File: src/rtl/synch_bin_down_count_if.sv
// synch_bin_down_count_if: control and status bundle for the down counter.
interface synch_bin_down_count_if #(parameter int Nbits = 4);
    logic             ena;
    logic             load;
    logic [Nbits-1:0] load_val;
    logic [Nbits-1:0] counter;
    logic             tc;
    logic             busy;
    modport master (output ena, load, load_val, input counter, tc, busy);
    modport slave  (input ena, load, load_val, output counter, tc, busy);
endinterface

File: src/rtl/synch_bin_down_count.sv
// synch_bin_down_count: loadable down counter with IDLE/RUN/DONE FSM and one-cycle terminal-count pulse.
// Define SYNCH_BIN_DOWN_COUNT_RELOAD_EN to reload the last loaded value at terminal count instead of stopping.
module synch_bin_down_count #(
    parameter int Nbits = 4
) (
    input logic                   clk,
    input logic                   rst,
    synch_bin_down_count_if.slave bus
);
    typedef enum logic [1:0] {IDLE, RUN, DONE} state_t;
    state_t           state_q, state_d;
    logic [Nbits-1:0] cnt_q, cnt_d;
    logic             tc_q, tc_d;
    logic             dec, term;
`ifdef SYNCH_BIN_DOWN_COUNT_RELOAD_EN
    logic [Nbits-1:0] reload_q, reload_d;
`endif
    assign dec  = state_q == RUN && bus.ena;
    assign term = dec && cnt_q == Nbits'(1);
    always_comb begin
        state_d = state_q;
        cnt_d   = cnt_q;
        tc_d    = 1'b0;
`ifdef SYNCH_BIN_DOWN_COUNT_RELOAD_EN
        reload_d = reload_q;
`endif
        if (bus.load) begin
            cnt_d   = bus.load_val;
            state_d = bus.load_val != '0 ? RUN : DONE;
            tc_d    = bus.load_val == '0;
`ifdef SYNCH_BIN_DOWN_COUNT_RELOAD_EN
            reload_d = bus.load_val;
`endif
        end else if (term) begin
            tc_d = 1'b1;
`ifdef SYNCH_BIN_DOWN_COUNT_RELOAD_EN
            cnt_d = reload_q;
`else
            cnt_d   = '0;
            state_d = DONE;
`endif
        end else if (dec && cnt_q > Nbits'(1)) begin
            cnt_d = cnt_q - Nbits'(1);
        end
    end
    always_ff @(posedge clk or negedge rst) begin
        if (!rst) begin
            state_q <= IDLE;
            cnt_q   <= '0;
            tc_q    <= 1'b0;
`ifdef SYNCH_BIN_DOWN_COUNT_RELOAD_EN
            reload_q <= '0;
`endif
        end else begin
            state_q <= state_d;
            cnt_q   <= cnt_d;
            tc_q    <= tc_d;
`ifdef SYNCH_BIN_DOWN_COUNT_RELOAD_EN
            reload_q <= reload_d;
`endif
        end
    end
    assign bus.counter = cnt_q;
    assign bus.tc      = tc_q;
    assign bus.busy    = state_q == RUN;
endmodule

File: src/flat_wrapper.sv
// flat-port wrapper written by rule: the top's interface ports become plain ports
module synch_bin_down_count_flat 
#(
    parameter int Nbits = 4
)
  (clk, rst, bus_ena, bus_load, bus_load_val, bus_counter, bus_tc, bus_busy);
  synch_bin_down_count_if #(.Nbits(Nbits)) bus_i ();
  input logic clk;
  input logic rst;
  input wire logic [$bits(bus_i.ena)-1:0] bus_ena;
  input wire logic [$bits(bus_i.load)-1:0] bus_load;
  input wire logic [$bits(bus_i.load_val)-1:0] bus_load_val;
  output wire logic [$bits(bus_i.counter)-1:0] bus_counter;
  output wire logic [$bits(bus_i.tc)-1:0] bus_tc;
  output wire logic [$bits(bus_i.busy)-1:0] bus_busy;
  assign bus_i.ena = bus_ena;
  assign bus_i.load = bus_load;
  assign bus_i.load_val = bus_load_val;
  assign bus_counter = bus_i.counter;
  assign bus_tc = bus_i.tc;
  assign bus_busy = bus_i.busy;
  synch_bin_down_count #(.Nbits(Nbits)) u_core (.clk(clk), .rst(rst), .bus(bus_i));
endmodule
File: config.mk
export PLATFORM = sky130hd
export DESIGN_NAME = synch_bin_down_count_flat
export DESIGN_NICKNAME = d
export VERILOG_FILES = /design/src/rtl/synch_bin_down_count_if.sv /design/src/rtl/synch_bin_down_count.sv /design/src/flat_wrapper.sv
export SDC_FILE = /design/constraint.sdc
export NUM_CORES = 1
export LEC_CHECK = 0
export ABC_AREA = 1
export CAP_MARGIN = 20
export CORE_AREA = 2 2 39 41
export DETAILED_ROUTE_END_ITERATION = 16
export DIE_AREA = 0 0 41 43
export PLACE_DENSITY = 0.64
export SKIP_CTS_REPAIR_TIMING = 1
export SYNTH_ARGS = -nofsm -noshare
export SYNTH_HDL_FRONTEND = slang
export SYNTH_SLANG_ARGS = --single-unit
File: constraint.sdc
create_clock -name clk -period 2.1 [get_ports clk]
set_input_delay 0.42 -clock clk [delete_from_list [all_inputs] [get_ports clk]]
set_output_delay 0.42 -clock clk [all_outputs]
set_load 0.01 [all_outputs]
==> results of run 1 <==
## cells by family after synthesis
group / count (synthesis)
AO/OA/AOI/OAI: 4
XOR/XNOR: 1
adder cells (fa/ha/maj): 2
buffers and inverters: 9
flip-flops: 7
AND/OR/NAND/NOR: 40
## metrics by stage
| stage | std cells | area (µm²) |
|---|---|---|
| 2_1_floorplan | 63 | 459.2 |
| 4_1_cts | 96 | 635.6 |
| 6_report | 96 | 635.6 |
| 3_5_place_dp | 92 | 609.3 |
| 5_1_grt | 96 | 635.6 |
| 3_3_place_gp | 92 | 609.3 |
## final cells by class
cell class | instances | area (µm²) | share of cell area, %
clock buffers | 4 | 26.28 | 4.134
inverters | 9 | 33.78 | 5.315
multi-input cells | 47 | 250.2 | 39.37
flip-flops and latches | 7 | 175.2 | 27.56
well taps | 16 | 20.02 | 3.150
repair buffers | 13 | 130.1 | 20.47
## registers in the layout, indices dropped and copies added (netlist names)
name / count
u_core.state_q: 2
u_core.bus.tc: 1
u_core.bus.counter: 4
## cell usage in the layout (no fill, tap or decap)
master,instances
clkdlybuf4s50_1,13
nor2_4,2
o21ai_1,1
clkbuf_4,3
nand4_1,1
xor2_1,1
inv_2,2
dfrtp_1,7
nand3_1,2
nand2_1,29
o21bai_1,1
nand3_2,1
nor2_2,1
ha_1,2
o21ai_0,2
inv_1,7
nor2_1,2
clkbuf_1,1
nand2_4,2
## final timing paths
kind / endpoint / slack (ps)
setup / recovery: bus_busy / 380
hold / removal: u_core.state_q[0] / 420
setup reg to reg: u_core.bus.counter[0] / 760
hold reg to reg: u_core.state_q[0] / 520
max in group asynchronous: u_core.bus.counter[1] / 1450
min in group clk: u_core.state_q[0] / 520
## worst max-delay path, stage by stage (launching register included)
cell and delay [ps]:
dfrtp_1 370, inv_2 70, nand2_1 50, inv_1 40, clkdlybuf4s50_1 520
## report_power, final
part	leakage [nW]	internal, W	switching [W]
clock network	0.0150	0.0000725	0.0000497
registers	0.0851	0.000163	0.0000322
logic	0.236	0.000114	0.000125
## metal layers
layer,wire length (µm),track usage (%),vias to the layer above
li1,-,-,225
met1,408,16.67,189
met2,441,20.31,11
met3,81,7.853,0
met4,0,4.000,0
met5,0,0,-
==> reports/summary.txt, run 1 <==
Iter 0 DRT Violations = 1
largest net degree at the start of global routing = 9
H-tree levels = 1
Die ar. = 0.001763 mm²
worst-path fanout max = 3
kind of critical path = reg2out
crit path time final = 1719 ps
total of max-cap violations = 0
count leader, synth = nand2_1
drt drc = 0
post-route ant nets = 0
clock root cell = clkbuf_4
Yosys Warn Count = 0
Startpoint Class = flip-flop
worst r2r src = u_core.bus.counter[1]
clock sink count = 7
row cnt = 14
slew of the pin with the lowest slew margin = 305.2 ps
Seq/Total Area, Yosys = 38.15%
first-pass GRT wire length = 1662 µm
DR WL/cell = 9.698 µm
Mapped Cells = 63
CP startpoint = u_core.state_q[1]
Worst EP required = 1680 ps
Synth Cell Area = 459.2 µm²
vias in the first global route = 422
Mapped Nets = 73
Clock Path Buffers = 2
max_slew headroom = 79.59%
P&R area growth vs syn = 38.42%
Async SR Flop Fraction = 100.0%
max frequency = 0.5816 GHz
CTS Buf Count = 3
xor and xnor area share after synthesis = 1.907%
largest family of logic cells by synthesized area = simple AND/OR/NAND/NOR gates
Worst Setup End Kind = primary output
Synth Area in Adders = 5.450%
Worst VDD drop = 0.5897 mV
ys flop type = dfrtp_1
Worst Hold Class = in2async
vias = 425
status = finished, final reports clean
number of synthesized register bits = 7
CTS tree = built
compound-cell area share of the yosys netlist = 4.905%
R2R depth = 9
clock latency at the later pin of the worst-skew pair = 250 ps
Synth Area in Simple Gates = 42.23%
clock skew = 2.009 ps
post-layout net count = 91
drt total wl = 931 µm
Chip Height = 43 µm
crit path DAT = 1300 ps
Worst Hold Slack = 421.0 ps
post-synth top area share = 38.15%
Starting Density = 33.18%
total power = 0.0005567 W
layout cell share with drive strength beyond 1 = 13.75%
RSZ-0062 raised after global routing = false
leakage = 0.3361 nW
post-route clock period utilization = 81.87%
antenna violations before repair = 0
Netlist cell types = 16
pins over their slew limit = 0
io pins = 14
Final Hold Fails = 0
synth cell count leaders = nand2_1, dfrtp_1, inv_1
CTS clk-pin slew, worst paths = 50 ps
fillers = 160
proportion of synthesized area in mux cells = 0%
final setup margin = 380.7 ps
IO Port Bufs = 13
Pre-antenna DRT Iters = 2
Die Wd = 41 µm
# diodes = 0
# setup viols final = 0
Yosys top cell by area = dfrtp_1
worst slack at placement = 517.2 ps
syn avg cell area = 7.289 µm²
Vias/cell = 4.427
CORE AREA = 0.001384 mm²
Cell Pwr Density = 875.8 mW/mm²
Final Core Density = 45.93%
GP Congestion = 0.7583
grt ovf = 0
top cells by area, synth = dfrtp_1, nand2_1, inv_1
Setup TNS = 0 ps
DP HPWL = 752.5 µm
Post-synth EDFFs = 0
Tot GR Track Use = 13.82%
No activity file was read; power rests on OpenSTA's default activity.
==> run 2, diff against run 1 <==
==> constraint.sdc (replaced) <==
create_clock -name clk -period 1.7 [get_ports clk]
set_input_delay 0.34 -clock clk [delete_from_list [all_inputs] [get_ports clk]]
set_output_delay 0.34 -clock clk [all_outputs]
set_load 0.01 [all_outputs]
==> reports/summary.txt, run 2 (synthesis results as in run 1) <==
crit path DAT = 1270 ps
Die ar. = 0.001763 mm²
clock skew = 2.788 ps
met1 usage = 16.01%
Tot GR Track Use = 12.92%
GP Congestion = 0.8325
row cnt = 14
# setup viols final = 0
fillers = 151
Pre-antenna DRT Iters = 1
Final Hold Fails = 0
CORE AREA = 0.001384 mm²
post-route ant nets = 0
Clock Path Buffers = 2
Cell Pwr Density = 1074 mW/mm²
worst reg2reg setup slack = 390 ps
Sequential Area = 175.2 µm²
slew of the pin with the lowest slew margin = 301.9 ps
Setup TNS = 0 ps
DR WL/cell = 8.948 µm
grt ovf = 0
max_slew headroom = 79.81%
vias in the first global route = 348
Worst Hold Class = in2async
Startpoint Class = flip-flop
post-layout net count = 91
leakage = 0.3478 nW
Max stage delay on crit path = 570 ps
layout cell share with drive strength beyond 1 = 13.75%
grt met2 use = 18.13%
Final Core Density = 46.11%
commonest cells after routing, fill and taps aside = nand2_1, clkdlybuf4s50_1, inv_1, dfrtp_1, clkbuf_4
Chip Height = 43 µm
drt drc = 0
vias = 413
RSZ-0062 raised after global routing = false
largest net degree at the start of global routing = 9
post-route clock period utilization = 94.69%
multi-input logic area = 250.2 µm²
IO Port Bufs = 13
clock latency at the later pin of the worst-skew pair = 250 ps
H-tree levels = 1
max reg flops = 4
Iter 0 DRT Violations = 0
crit path time final = 1610 ps
met3 usage = 7.853%
worst-path fanout max = 5
clock sink count = 7
CTS tree = built
GR peak layer = met2
Worst VDD drop = 0.6330 mV
critical-path cell list = clkdlybuf4s50_1
first-pass GRT wire length = 1483 µm
kind of critical path = reg2out
pins over their slew limit = 0
DP HPWL = 705.8 µm
status = finished, final reports clean
commonest non-fill, non-tap cell in the layout = nand2_1
slowest CP cell = clkdlybuf4s50_1
Worst Setup End Kind = primary output
Buf/Inv on CP = 1
CP top delay family = buffers and inverters
clock root cell = clkbuf_4
CTS Buf Count = 3
io pins = 14
P&R area growth vs syn = 38.96%
max frequency = 0.6212 GHz
CTS clk-pin slew, worst paths = 50 ps
Worst EP required = 1360 ps
total of max-cap violations = 0
# diodes = 0
antenna violations before repair = 0
drt total wl = 859 µm
Vias/cell = 4.302
Die Wd = 41 µm
Starting Density = 33.18%
-- run 2: cell types whose count changed in the layout (fill, tap and decap cells not counted) --
cell	delta
clkdlybuf4s50_1	-1
dlymetal6s2s_1	+1
-- run 2: path summary, 6_finish.rpt --
path	endpoint	cells past startpoint	from
setup / recovery	bus_counter[2]	1	u_core.bus.counter[2]
min in group clk	u_core.state_q[0]	2	u_core.state_q[0]
setup reg to reg	u_core.bus.counter[0]	9	u_core.bus.counter[1]
hold / removal	u_core.state_q[1]	1	rst
hold reg to reg	u_core.state_q[0]	2	u_core.state_q[0]
max in group asynchronous	u_core.bus.counter[3]	1	rst
-- run 2: stage by stage --
stage	cell area, µm²	hold WS, ps	total power [W]	worst slack (ps)	cells
3_3_place_gp	609.3	509.2	0.0005382	208.3	92
3_5_place_dp	609.3	533.0	0.0005390	213.7	92
5_1_grt	638.1	363.0	0.0007469	45.45	96
6_report	638.1	335.9	0.0006855	90.31	96
2_1_floorplan	459.2	44.41	0.0004173	453.0	63
4_1_cts	635.6	339.3	0.0006995	43.86	96
-- run 2: final cells by class --
cell class	instances	share of cell area, %
clock buffer	4	4.118
inverter	9	5.294
multi-input combinational	47	39.22
sequential	7	27.45
tap	16	3.137
timing repair buffer	13	20.78
-- run 2: where the power goes --
group	switching (W)	internal (W)	leakage (nW)
Clock	0.0000642	0.0000898	0.0150
Sequential	0.0000386	0.000202	0.0851
Combinational	0.000152	0.000140	0.248
-- run 2: layer usage --
| metal | wire length, µm | vias to the layer above |
|---|---|---|
| li1 | - | 225 |
| met1 | 407 | 178 |
| met2 | 392 | 10 |
| met3 | 60 | 0 |
| met4 | 0 | 0 |
| met5 | 0 | - |
